### src/rtl/dpmem_fifo_ctrl.sv
// ---------------------------------------------------------------------------
// dpmem_fifo_ctrl
//   Initiator side of the 8x4 dual-port memory (memSintetizado). Presents a
//   push/pop FIFO to the rest of the design, drives memory port A as the
//   write port and port B as the read port, and owns the read/write
//   pointers, occupancy count, status flags and sticky error flags.
//
// Ports
//   clk, reset          rising-edge clock (shared with memory), sync active-high reset
//   push, push_data     enqueue request and data
//   pop                 dequeue request
//   pop_data, pop_valid dequeued data, valid during the one-cycle pop_valid pulse
//   full, empty         count == DEPTH / count == 0
//   almost_full         count >= ALMOST_FULL
//   count               occupancy, 0..DEPTH
//   overflow_err        sticky, push while full
//   underflow_err       sticky, pop while empty
//   AddrA, rwA, DataInA memory port A (write side)
//   AddrB, rwB          memory port B (read side, rwB held at 0)
//   DataOutB            memory port B read data, one cycle after AddrB
// ---------------------------------------------------------------------------
module dpmem_fifo_ctrl #(
  parameter int AW          = 3,
  parameter int DW          = 4,
  parameter int ALMOST_FULL = 6
) (
  input  logic          clk,
  input  logic          reset,
  input  logic          push,
  input  logic [DW-1:0] push_data,
  input  logic          pop,
  output logic [DW-1:0] pop_data,
  output logic          pop_valid,
  output logic          full,
  output logic          empty,
  output logic          almost_full,
  output logic [AW:0]   count,
  output logic          overflow_err,
  output logic          underflow_err,
  output logic [AW-1:0] AddrA,
  output logic          rwA,
  output logic [DW-1:0] DataInA,
  output logic [AW-1:0] AddrB,
  output logic          rwB,
  input  logic [DW-1:0] DataOutB
);

  localparam int DEPTH = 2 ** AW;
  localparam logic [AW:0] DEPTH_CNT = (AW+1)'(DEPTH);
  localparam logic [AW:0] AFULL_CNT = (AW+1)'(ALMOST_FULL);

  logic [AW-1:0] wrPtr;
  logic [AW-1:0] rdPtr;
  logic [AW:0]   countReg;
  logic          popValidReg;
  logic [DW-1:0] heldData;
  logic          overflowReg;
  logic          underflowReg;
  logic          pushAcc;
  logic          popAcc;

  // Flags decode from the registered count only, so accept decisions never
  // depend on same-cycle requests.
  assign full        = (countReg == DEPTH_CNT);
  assign empty       = (countReg == {(AW+1){1'b0}});
  assign almost_full = (countReg >= AFULL_CNT);
  assign count       = countReg;

  // Accept decode: a push while full or a pop while empty is dropped.
  always_comb begin
    pushAcc = 1'b0;
    popAcc  = 1'b0;
    if (push && !full) begin
      pushAcc = 1'b1;
    end else begin
      pushAcc = 1'b0;
    end
    if (pop && !empty) begin
      popAcc = 1'b1;
    end else begin
      popAcc = 1'b0;
    end
  end

  // Memory port drive. The pointers never alias while both ports are active,
  // because a simultaneous push/pop implies 0 < count < DEPTH.
  assign AddrA   = wrPtr;
  assign DataInA = push_data;
  assign rwA     = pushAcc;
  assign AddrB   = rdPtr;
  assign rwB     = 1'b0;

  // Pointer and occupancy update; pointers wrap naturally at DEPTH.
  always_ff @(posedge clk) begin
    if (reset) begin
      wrPtr    <= {AW{1'b0}};
      rdPtr    <= {AW{1'b0}};
      countReg <= {(AW+1){1'b0}};
    end else begin
      if (pushAcc) begin
        wrPtr <= wrPtr + AW'(1);
      end
      if (popAcc) begin
        rdPtr <= rdPtr + AW'(1);
      end
      countReg <= countReg + (AW+1)'(pushAcc) - (AW+1)'(popAcc);
    end
  end

  // Read-return tracking: the memory answers one cycle after AddrB, so the
  // valid pulse trails the accepted pop by one cycle. A reset drops it.
  always_ff @(posedge clk) begin
    if (reset) begin
      popValidReg <= 1'b0;
      heldData    <= {DW{1'b0}};
    end else begin
      popValidReg <= popAcc;
      if (popValidReg) begin
        heldData <= DataOutB;
      end
    end
  end

  // During the valid pulse the memory output is forwarded directly; the
  // captured copy keeps pop_data stable until the next pulse.
  assign pop_valid = popValidReg;
  assign pop_data  = popValidReg ? DataOutB : heldData;

  // Sticky error flags, cleared only by reset.
  always_ff @(posedge clk) begin
    if (reset) begin
      overflowReg  <= 1'b0;
      underflowReg <= 1'b0;
    end else begin
      if (push && full) begin
        overflowReg <= 1'b1;
      end
      if (pop && empty) begin
        underflowReg <= 1'b1;
      end
    end
  end

  assign overflow_err  = overflowReg;
  assign underflow_err = underflowReg;

endmodule
### config.mk
export PLATFORM = sky130hd
export DESIGN_NAME = dpmem_fifo_ctrl
export DESIGN_NICKNAME = d
export VERILOG_FILES = /design/src/rtl/dpmem_fifo_ctrl.sv
export SDC_FILE = /design/constraint.sdc
export NUM_CORES = 1
export LEC_CHECK = 0
export CAP_MARGIN = 40
export CORE_MARGIN = 5
export CORE_UTILIZATION = 45
export CTS_CLUSTER_SIZE = 16
export DETAILED_ROUTE_END_ITERATION = 12
export HOLD_SLACK_MARGIN = 0.1
export PLACE_DENSITY = 0.9
export SLEW_MARGIN = 5
export SYNTH_ARGS = -nofsm -noshare
export SYNTH_HDL_FRONTEND = slang
export SYNTH_SLANG_ARGS = --single-unit
### constraint.sdc
create_clock -name clk -period 5.9 [get_ports clk]
set_clock_uncertainty 0.2 [all_clocks]
set_input_delay 1.475 -clock clk [delete_from_list [all_inputs] [get_ports clk]]
set_output_delay 1.475 -clock clk [all_outputs]
set_load 0.005 [all_outputs]
==> metrics.md, run 1 <==
| Metric | Value |
|---|---|
| Final Hold Viols | `0` |
| Worst-Margin Slew | `0.711 ns` |
| Routed Wire Length | `1750 um` |
| Tcrit/Tclk final | `74.7%` |
| Synth Instances | `91` |
| Run status | `complete, no violations` |
| Post-synthesis net count | `113` |
| Wire per inst | `12.2 um` |
| Initial DRC count | `6` |
| Clk pwr share | `13.4%` |
| Final-layout fill cell count | `172` |
| Layout area overhead | `32.6%` |
| Max Cap Viol | `0` |
| Placement Setup Slack | `1.49 ns` |
| CP most frequent cell | `clkdlybuf4s50_1` |
| PortBufs | `28` |
| Die X | `54.9 um` |
| WP data required | `4.22 ns` |
| Yosys Warn Count | `0` |
| Grt ovf | `0` |
| Post CTS Setup Buffer Count | `0` |
| Syn Area/Cell | `9.97 um2` |
| Largest net degree at the start of global routing | `23` |
| Antenna Cells | `0` |
| Setup CP Type | `in -> out` |
| GR Util All Layers | `12.8%` |
| Clock sinks | `17` |
| Setup ws final | `1.50 ns` |
| CTS Buffer Depth | `2` |
| Worst hold path type | `reg -> reg` |
| Sequential share of the synthesized area | `37.5%` |
| Max Slew Vio Count | `0` |
| Die ar. | `0.00301 mm2` |
| Mapped Area | `907 um2` |
| Internal | `0.312 mW` |
| Relative slew slack | `52.5%` |
| Post-route cell area | `0.00120 mm2` |
| Dpl cells | `139` |
| Final-report setup violation count | `0` |
| First-pass DRT Iterations | `4` |
| I/O pins | `38` |
| Clock Latency Late Sink | `0.29 ns` |
| DRC viols | `0` |
| Critical Path Max Stage Delay | `0.54 ns` |
| Minimum clock period | `4.40 ns` |
| Chip height | `54.9 um` |
| Switch Pwr | `0.158 mW` |
| Resize count post-CTS | `0` |
| CP endpoint kind | `output pin` |
| CTS tree | `yes` |
| Total clock buffers created by CTS | `3` |
| Final nets | `139` |
| Unique masters post-synth | `23` |
| Htree depth | `1` |
| Initial core utilization | `46.7%` |
| VDD IR max | `0.241 mV` |
| Most frequent cells in the layout | `clkdlybuf4s50_1 (28), dfxtp_1 (17), ha_1 (9)` |
| Core Area | `0.00194 mm2` |
| CP arrival | `2.73 ns` |
| Share of cells above drive strength 1 | `12.9%` |
| CP max stage cell | `clkdlybuf4s50_1` |
| CTS root buffer | `clkbuf_4` |
| Antenna violations before repair | `0` |
| ANT nets after route | `0` |
| Gpl congestion | `0.706` |
| Cell row count | `16` |
| Finished Layout Cells | `143` |
| Setup crit start kind | `primary input` |
| Worst reg2reg setup slack | `3.36 ns` |
| Comb pwr share | `50.4%` |
| Leakage | `0.500 nW` |
| Reg clk slew, reported paths | `0.10 ns` |
| Vias in the first global route | `637` |
| Placed Instance Area | `0.00117 mm2` |
| DPL Wire Length | `1390 um` |
| Via count | `673` |
| #FFs+latches synth | `17` |
| Critical path cell sequence | `clkdlybuf4s50_1 > nor2b_4 > clkdlybuf4s50_1` |
| Commonest non-fill, non-tap cell in the layout | `clkdlybuf4s50_1` |
| Power Density | `391 mW/mm2` |
| Vias per inst | `4.71` |
| First-pass GRT wire length | `2670 um` |
| Reg power frac | `36.2%` |
| RSZ-0062 raised after global routing | `false` |
| Finished Core Util | `61.9%` |
| Critical path fanouts, max | `4` |
| Setup_tns | `0 ns` |
| CTS hold repair buffers | `0` |
| Sw Share | `33.7%` |
| Max Fclk | `227 MHz` |
layout make-up:
class | instances | area [um2] | area share [%]
Sequential cell | 17 | 340 | 28.3
Timing Repair Buffer | 28 | 280 | 23.3
Tap cell | 27 | 33.8 | 2.81
Clock buffer | 3 | 22.5 | 1.87
Multi-Input combinational cell | 60 | 494 | 41.1
Clock inverter | 1 | 5.00 | 0.416
Inverter | 7 | 26.3 | 2.19
state kept, by name, indices dropped and copies added, names as in the netlist:
register / count
heldData: 4
pop_valid: 1
overflow_err: 1
AddrB: 3
AddrA: 3
count: 4
underflow_err: 1
cell families after synthesis:
group / after synthesis / share of synthesized area [%]
DFF: 17 / 37.5
adders and majority gates: 10 / 14.6
buffers and inverters: 14 / 8.00
muxes: 8 / 10.5
and+or+nand+nor: 31 / 22.6
AOI/OAI and AO/OA: 9 / 5.38
xor gates and xnor gates: 1 / 0.966
other: 1 / 0.413
critical path, delay by kind of cell:
kind / cells / cell delay, ns
buffers and inverters: 2 / 1.04
and+or+nand+nor: 1 / 0.21
synth_stat cells:
cell type | instances | area share (%)
nand3_1 | 1 | 0.55
nand2b_1 | 5 | 3.4
mux2_4 | 2 | 3.3
nand2_1 | 4 | 1.7
nor2_1 | 7 | 2.9
xor2_1 | 1 | 0.97
or3_1 | 2 | 1.4
nor2b_1 | 8 | 5.5
mux2i_1 | 2 | 2.2
dfxtp_1 | 17 | 38
clkbuf_1 | 1 | 0.41
nor3b_4 | 2 | 4.1
buf_4 | 5 | 4.1
inv_1 | 7 | 2.9
fa_1 | 1 | 2.2
buf_2 | 1 | 0.55
o21ai_0 | 2 | 1.1
a31o_2 | 1 | 0.97
mux2_2 | 4 | 5.0
conb_1 | 1 | 0.41
ha_1 | 9 | 12
nor2b_4 | 2 | 3.0
a21oi_1 | 6 | 3.3
path summary, 6_finish.rpt:
check        cells after the start           end          from
max                              3           rwA          push
min                              2  overflow_err  overflow_err
max reg2reg                     12      count[2]      count[2]
min reg2reg                      2  overflow_err  overflow_err
per-stage QoR:
step	hold WS, ns	total power [mW]
after floorplan	0.260	0.304
after global placement	0.249	0.400
after detailed placement	0.257	0.414
after CTS	0.282	0.477
after global routing	0.300	0.507
final	0.276	0.470
per-layer routing:
metal  vias to the layer above  global-route usage, %  part of all wire, %
met4                         0                   10.9                  3.4
met5                         -                      0                    0
met2                        14                   22.8                   49
met1                       317                   13.5                   43
li1                        338                      -                    -
met3                         4                   1.07                  4.2
power by group through the flow:
stage	logic [mW]	registers (mW)	clock network (mW)
detailed placement	0.241	0.173	0
global route	0.262	0.175	0.0700
finish	0.237	0.170	0.0631
global placement	0.229	0.171	0
floorplan	0.133	0.171	0
CTS	0.241	0.171	0.0656
No activity file was read; power rests on OpenSTA's default activity.
==> run 2: changes to the inputs <==
CORE_UTILIZATION = 37   (was 45)
PLACE_DENSITY = 0.8   (was 0.9)
clock period = 3.88 ns   (was 5.9 ns; I/O delays follow)
==> metrics.md, run 2 (synthesized netlist as in run 1, its figures left out) <==
| Metric | Value |
|---|---|
| Final Hold Viols | `0 (unchanged)` |
| Layout area overhead | `32.8%` |
| Clock Latency Late Sink | `0.29 ns (about the same)` |
| Critical path fanouts, max | `4 (unchanged)` |
| Die X | `59.5 um (+8.4%)` |
| GR Util All Layers | `11.4% (-1.5 points)` |
| Leakage | `0.497 nW (-0.55%)` |
| Clock sinks | `17 (unchanged)` |
| Commonest non-fill, non-tap cell in the layout | `clkdlybuf4s50_1` |
| Crit path launch | `push` |
| Overall Power | `0.714 mW (+52%)` |
| Htree depth | `1 (unchanged)` |
| Vias in the first global route | `713 (+12%)` |
| Setup crit start kind | `primary input` |
| Minimum clock period | `3.37 ns` |
| DRC viols | `0 (unchanged)` |
| Initial core utilization | `37.6% (-9.1 points)` |
| Finished Layout Cells | `146 (+2.1%)` |
| ANT nets after route | `0 (unchanged)` |
| Post-route cell area | `0.00120 mm2 (+0.21%)` |
| Internal | `0.476 mW (+53%)` |
| Sw Share | `33.3% (-0.38 points)` |
| RSZ-0062 raised after global routing | `false` |
| Max Slew Vio Count | `0 (unchanged)` |
| Max Cap Viol | `0 (unchanged)` |
| Placed Instance Area | `0.00118 mm2 (+0.32%)` |
| Total clock buffers created by CTS | `3 (unchanged)` |
| VDD IR max | `0.373 mV (+55%)` |
| CTS root buffer | `clkbuf_4` |
| CTS hold repair buffers | `0 (unchanged)` |
| Setup CP Type | `in -> out` |
| Final nets | `139 (unchanged)` |
| Tcrit/Tclk final | `86.9%` |
| Vias per inst | `4.73 (+0.56%)` |
| Hold slack | `0.282 ns (+0.00637 ns)` |
| WP data required | `2.71 ns (-1.51 ns)` |
| Antenna violations before repair | `0 (unchanged)` |
| Initial DRC count | `8 (+2)` |
| PortBufs | `28 (unchanged)` |
| Power Density | `593 mW/mm2 (+52%)` |
| Switch Pwr | `0.238 mW (+50%)` |
| Share of cells above drive strength 1 | `12.1% (-0.86 points)` |
| CTS Buffer Depth | `2 (unchanged)` |
| Cell row count | `18 (+2)` |
| Setup_tns | `0 ns (unchanged)` |
| Grt ovf | `0 (unchanged)` |
| Met1 wire length | `721 um (-4.1%)` |
| Largest net degree at the start of global routing | `23 (unchanged)` |
| Final-layout fill cell count | `223 (+30%)` |
| Antenna Cells | `0 (unchanged)` |
| CP endpoint kind | `output pin` |
| Relative slew slack | `52.1% (-0.34 points)` |
| Post CTS Setup Buffer Count | `0 (unchanged)` |
| Met2 Wirelength | `933 um (+8.0%)` |
| HP Start | `overflow_err` |
| Dpl cells | `142 (+2.2%)` |
| Via count | `691 (+2.7%)` |
| First-pass GRT wire length | `3090 um (+16%)` |
| Reg power frac | `36.1% (about the same)` |
| CTS tree | `yes` |
| Chip height | `59.5 um (+8.4%)` |
| Routed Wire Length | `1820 um (+3.9%)` |
| Gpl congestion | `0.726 (+2.9%)` |
| Worst hold path type | `reg -> reg` |
| Clk pwr share | `13.3% (about the same)` |
| Core Area | `0.00241 mm2 (+24%)` |
| DPL Wire Length | `1460 um (+5.1%)` |
| Comb pwr share | `50.6% (+0.2 points)` |
| Resize count post-CTS | `0 (unchanged)` |
| Worst-Margin Slew | `0.716 ns (+0.00512 ns)` |
| Wire per inst | `12.5 um (+1.8%)` |
| RR Startpoint | `count[2]` |
| Reg clk slew, reported paths | `0.10 ns (about the same)` |
| I/O pins | `38 (unchanged)` |
| Final-report setup violation count | `0 (unchanged)` |
| Die ar. | `0.00354 mm2 (+18%)` |
| Max Fclk | `297 MHz` |
| DR top layer | `met4` |
| Most frequent cells in the layout | `clkdlybuf4s50_1 (28), dfxtp_1 (17), ha_1 (9)` |
| CP arrival | `2.20 ns (-0.53 ns)` |
| WL met3 | `137 um (+88%)` |
| First-pass DRT Iterations | `2 (-2)` |
| Run status | `complete, no violations` |
[run 2: stage by stage]
| stage | setup WS [ns] | util [%] |
|---|---|---|
| 3_3_place_gp | 0.510 | 48.9 |
| 6_report | 0.508 | 50.0 |
| 5_1_grt | 0.464 | 50.0 |
| 4_1_cts | 0.490 | 50.0 |
| 3_5_place_dp | 0.495 | 48.9 |
| 2_1_floorplan | 1.31 | - |
[run 2: critical path, cell delays in order]
cell,delay [ns]
clkdlybuf4s50_1,0.50
nor2b_4,0.21
clkdlybuf4s50_1,0.52
[run 2: power by group through the flow]
stage	Sequential [mW]	Clock, mW	Combinational (mW)
floorplan	0.260	0	0.202
global placement	0.260	0	0.349
detailed placement	0.263	0	0.367
CTS	0.260	0.100	0.368
global route	0.266	0.106	0.398
finish	0.258	0.0947	0.361
[run 2: worst paths after layout]
path / slack, ns / endpoint / depth (start not counted)
setup / recovery: 0.51 / rwA / 3
hold / removal: 0.28 / overflow_err / 2
setup reg to reg: 1.35 / count[2] / 12
hold reg to reg: 0.28 / overflow_err / 2
[run 2: final cells by class]
class	instances	area, um2	area share (%)
Clock buffer	4	26.3	2.18
Tap cell	30	37.5	3.12
Inverter	7	26.3	2.18
Sequential cell	17	340	28.2
Timing Repair Buffer	28	280	23.3
Multi-Input combinational cell	60	494	41.0
[run 2: per-layer routing]
layer  GRT usage [%]  vias to the layer above
met5               0                        -
met4            6.65                        0
met3            3.05                        2
met2            19.7                       24
met1            12.4                      327
li1                -                      338
==> run 3: changes to the inputs <==
CTS_BUF_LIST = sky130_fd_sc_hd__clkbuf_16   (was unset)
==> metrics.md, run 3 (synthesized netlist as in run 1, its figures left out) <==
| Metric | Value |
|---|---|
| Max Fclk | `297 MHz (about the same)` |
| Overall Power | `0.822 mW (+15%)` |
| Clock sinks | `17 (unchanged)` |
| Critical path cell sequence | `clkdlybuf4s50_1 > nor2b_4 > clkdlybuf4s50_1` |
| Final nets | `139 (unchanged)` |
| Setup_tns | `0 ns (unchanged)` |
| Setup ws final | `0.508 ns (+0.00000800 ns)` |
| Antenna Cells | `0 (unchanged)` |
| Final-report setup violation count | `0 (unchanged)` |
| VDD IR max | `0.417 mV (+12%)` |
| DRC viols | `0 (unchanged)` |
| Run status | `complete, no violations` |
| Critical path fanouts, max | `4 (unchanged)` |
| Met2 Wirelength | `934 um (+0.11%)` |
| CP max stage cell | `clkdlybuf4s50_1` |
| DPL Wire Length | `1460 um (unchanged)` |
| GR Util All Layers | `11.8% (+0.40 points)` |
| Relative slew slack | `51.1% (-1.1 points)` |
| CP most frequent cell | `clkdlybuf4s50_1` |
| Layout area overhead | `38.6%` |
| Setup crit start kind | `primary input` |
| Total clock buffers created by CTS | `3 (unchanged)` |
| Resize count post-CTS | `0 (unchanged)` |
| Max Cap Viol | `0 (unchanged)` |
| Crit path buf inv count | `2 (unchanged)` |
| Leakage | `0.524 nW (+5.5%)` |
| Placement Setup Slack | `0.495 ns (unchanged)` |
| Post-route cell area | `0.00126 mm2 (+4.4%)` |
| Share of cells above drive strength 1 | `12.1% (unchanged)` |
| RSZ-0062 raised after global routing | `false` |
| Most frequent cells in the layout | `clkdlybuf4s50_1 (28), dfxtp_1 (17), ha_1 (9)` |
| Largest delay contributor family on the critical path | `buffers and inverters` |
| Initial core utilization | `37.6% (unchanged)` |
| First-pass DRT Iterations | `2 (unchanged)` |
| Vias in the first global route | `711 (-0.28%)` |
| Reg clk slew, reported paths | `0.05 ns (-0.05 ns)` |
| Die ar. | `0.00354 mm2 (unchanged)` |
| Wire per inst | `12.7 um (+2.0%)` |
| DR top layer | `met4` |
| Worst hold path type | `reg -> reg` |
| Post CTS Setup Buffer Count | `0 (unchanged)` |
| Core Area | `0.00241 mm2 (unchanged)` |
| Die X | `59.5 um (unchanged)` |
| Via count | `683 (-1.2%)` |
| CTS root buffer | `clkbuf_16` |
| Routed Wire Length | `1860 um (+2.0%)` |
| Largest net degree at the start of global routing | `23 (unchanged)` |
| Setup CP Type | `in -> out` |
| Cell row count | `18 (unchanged)` |
| Chip height | `59.5 um (unchanged)` |
| First-pass GRT wire length | `3120 um (+0.87%)` |
| ANT nets after route | `0 (unchanged)` |
| Commonest non-fill, non-tap cell in the layout | `clkdlybuf4s50_1` |
| Critical Path Max Stage Delay | `0.52 ns (about the same)` |
| CTS hold repair buffers | `0 (unchanged)` |
| Htree depth | `1 (unchanged)` |
| WP data required | `2.71 ns (about the same)` |
| Grt ovf | `0 (unchanged)` |
| Met1 wire length | `756 um (+4.9%)` |
| Initial DRC count | `10 (+2)` |
| Final-layout fill cell count | `219 (-1.8%)` |
| CTS Buffer Depth | `2 (unchanged)` |
| Tcrit/Tclk final | `86.9% (about the same)` |
| CTS tree | `yes` |
| Final Hold Viols | `0 (unchanged)` |
| Worst-Margin Slew | `0.732 ns (+0.0158 ns)` |
| PortBufs | `28 (unchanged)` |
| Clock Latency Late Sink | `0.24 ns (-0.05 ns)` |
| I/O pins | `38 (unchanged)` |
| Vias per inst | `4.68 (-1.2%)` |
| CP endpoint kind | `output pin` |
| CP arrival | `2.20 ns (about the same)` |
| Max Slew Vio Count | `0 (unchanged)` |
| Antenna violations before repair | `0 (unchanged)` |
| WL met3 | `124 um (-9.5%)` |
| Minimum clock period | `3.37 ns (-0.00000800 ns)` |
| Gpl congestion | `0.726 (unchanged)` |
| Power Density | `654 mW/mm2 (+10%)` |
| Placed Instance Area | `0.00118 mm2 (unchanged)` |
==> run 3: final timing paths <==
check / start / slack (ns) / depth (start not counted) / end
setup / recovery: push / 0.51 / 3 / rwA
hold / removal: overflow_err / 0.27 / 2 / overflow_err
setup reg to reg: count[2] / 1.35 / 12 / count[2]
hold reg to reg: overflow_err / 0.27 / 2 / overflow_err
==> run 3: routing by layer <==
layer	track usage, %	vias to the layer above
met5	0	-
met4	9.49	0
met3	3.05	2
met2	19.7	20
met1	12.4	324
li1	-	337
==> run 3: tightest hold or removal path, cell delays in order (launching register included) <==
cell and delay [ns]:
dfxtp_1 0.32, a21oi_1 0.04, nor2_1 0.07
==> run 3: layout make-up <==
| class | count | area (um2) | share of cell area (%) |
|---|---|---|---|
| Clock inverter | 1 | 3.75 | 0.299 |
| Inverter | 7 | 26.3 | 2.09 |
| Clock buffer | 3 | 75.1 | 5.97 |
| Tap cell | 30 | 37.5 | 2.99 |
| Sequential cell | 17 | 340 | 27.1 |
| Timing Repair Buffer | 28 | 280 | 22.3 |
| Multi-Input combinational cell | 60 | 494 | 39.3 |
==> run 3: stage by stage <==
stage | cells | hold slack [ns] | utilization (%)
finish | 146 | 0.270 | 52.2
detailed placement | 142 | 0.261 | 48.9
floorplan | 91 | 0.260 | -
global placement | 142 | 0.246 | 48.9
global route | 146 | 0.298 | 52.2
CTS | 146 | 0.277 | 52.2
==> run 3: power breakdown <==
part / leakage, nW / total, mW / internal [mW] / switching, mW
combinational: 0.343 / 0.362 / 0.221 / 0.141
clock: 0.0423 / 0.202 / 0.137 / 0.0652
sequential: 0.139 / 0.258 / 0.216 / 0.0425
total: 0.524 / 0.822 / 0.573 / 0.248
==> RTL change, RTL diff (flow settings as in run 2) <==
Change the parameter `DW` from 4 to 3.
--- a/src/rtl/dpmem_fifo_ctrl.sv
+++ b/src/rtl/dpmem_fifo_ctrl.sv
@@ -22,5 +22,5 @@
 module dpmem_fifo_ctrl #(
   parameter int AW          = 3,
-  parameter int DW          = 4,
+  parameter int DW          = 3,
   parameter int ALMOST_FULL = 6
 ) (
Interface: changed (resized DataInA, DataOutB, pop_data and push_data); port bits go from 38 to 34. No check against the original RTL was run, so the function may have changed too.
==> RTL change against run 2 <==
Sequential cell count is 1 lower. Sequential power is 5% lower. Wire length is 13% lower. Cell count is 4.8% lower. Area after synthesis is 5.1% lower. Worst setup slack worse by 0.021 ns. Cell area is 4.2% lower. First-iteration DRC count is 75% lower. Power is 2.2% lower. Highest routed layer is now met3.
==> RTL change: results (changes against run 2) <==
| Metric | Value |
|---|---|
| Maximum number of pins on one net before global-route repair | `22 (-4.3%)` |
| Nets | `132 (-5.0%)` |
| Clock insertion delay at the later pin of the skew report | `0.28 ns` |
| DR vias/cell | `4.63 (-2.3%)` |
| Post-DP Area | `1120 um2 (-5.1%)` |
| Crit-path max FO | `4 (unchanged)` |
| Post-Place Setup Slack | `0.476 ns (-0.0183 ns)` |
| Synth area leaders | `dfxtp_1 37%, ha_1 13%, nor2b_1 5.1%, nor3b_4 4.4%, mux2_2 3.9%` |
| Worst-case vdd ir drop | `0.327 mV (-12%)` |
| Rel. slew slack | `0.560 (+0.0385)` |
| Leak Pwr | `0.480 nW (-3.4%)` |
| Routability cong. | `0.697 (-3.9%)` |
| Starting DRT DRC Count | `2 (-6)` |
| Period Utilization, post-route | `0.874 (+0.00536)` |
| Detail Placement HPWL | `1.29 mm (-11%)` |
| Routed wire length | `1.59 mm (-13%)` |
| Post-synth top cells | `16 x dfxtp_1, 9 x ha_1, 7 x inv_1, 7 x nor2_1, 7 x nor2b_1` |
| Status | `completed` |
| Number of global-route vias before repair | `668 (-6.3%)` |
| Layout cell share with drive strength beyond 1 | `0.126 (+0.00544)` |
| Sequential area share after synthesis | `0.372 (-0.00308)` |
| Htree depth | `1 (unchanged)` |
| I/O Buffers | `26 (-7.1%)` |
| Tot GR Track Use | `0.0964 (-0.0175)` |
| R2R Setup Slk | `1.37 ns (+0.02 ns)` |
| Synth Net Count | `107 (-5.3%)` |
| Synth cell types | `22 (-4.3%)` |
## RTL change: changes by cell type after synthesis
cell | run 2 | this run
nor2b_1 | 8 | 7
mux2_2 | 4 | 3
buf_2 | 1 | 0
clkbuf_1 | 1 | 2
dfxtp_1 | 17 | 16
buf_4 | 5 | 4
## RTL change: critical path: stages
cell	delay [ns]
clkdlybuf4s50_1	0.52
nor2b_4	0.21
clkdlybuf4s50_1	0.52
## RTL change: kinds of logic after synthesis
group	synth area share
other cells	0.00436
fa+ha+maj	0.154
flops	0.372
mux	0.0974
simple gates	0.231
compound gates	0.0567
xor+xnor	0.0102
buf+inv	0.0741
## RTL change: final cells by class
class	instances	area, um2
inverters	7	26.3
well taps	28	35.0
clock buffers	4	36.3
multi-input cells	58	477
fillers	222	1060
flip-flops and latches	16	320
repair buffers	26	260
## RTL change: how the worst min path moves through the flow
stage,cells after the start,endpoint,slack [ns]
global placement,2,overflow_err,0.25
detailed placement,2,overflow_err,0.26
CTS,2,overflow_err,0.28
global route,2,AddrA[2],0.32
floorplan,2,overflow_err,0.26
finish,2,overflow_err,0.28
## RTL change: power by group
part / switching (mW) / internal, mW
Sequential: 0.0418 / 0.204
Clock: 0.0499 / 0.0570
Combinational: 0.135 / 0.211
## RTL change: metrics by stage
stage,std cells,utilization
4_1_cts,139,0.522
3_3_place_gp,135,0.506
3_5_place_dp,135,0.506
5_1_grt,139,0.522
6_report,139,0.522
2_1_floorplan,87,-
## RTL change: layer usage
metal,vias up,share of wire,global-route usage,wire (um)
met5,-,0,0,0
li1,324,-,-,-
met1,306,0.43,0.0953,690
met2,13,0.52,0.187,828
met3,0,0.046,0.0245,73
met4,0,0,0.0397,0
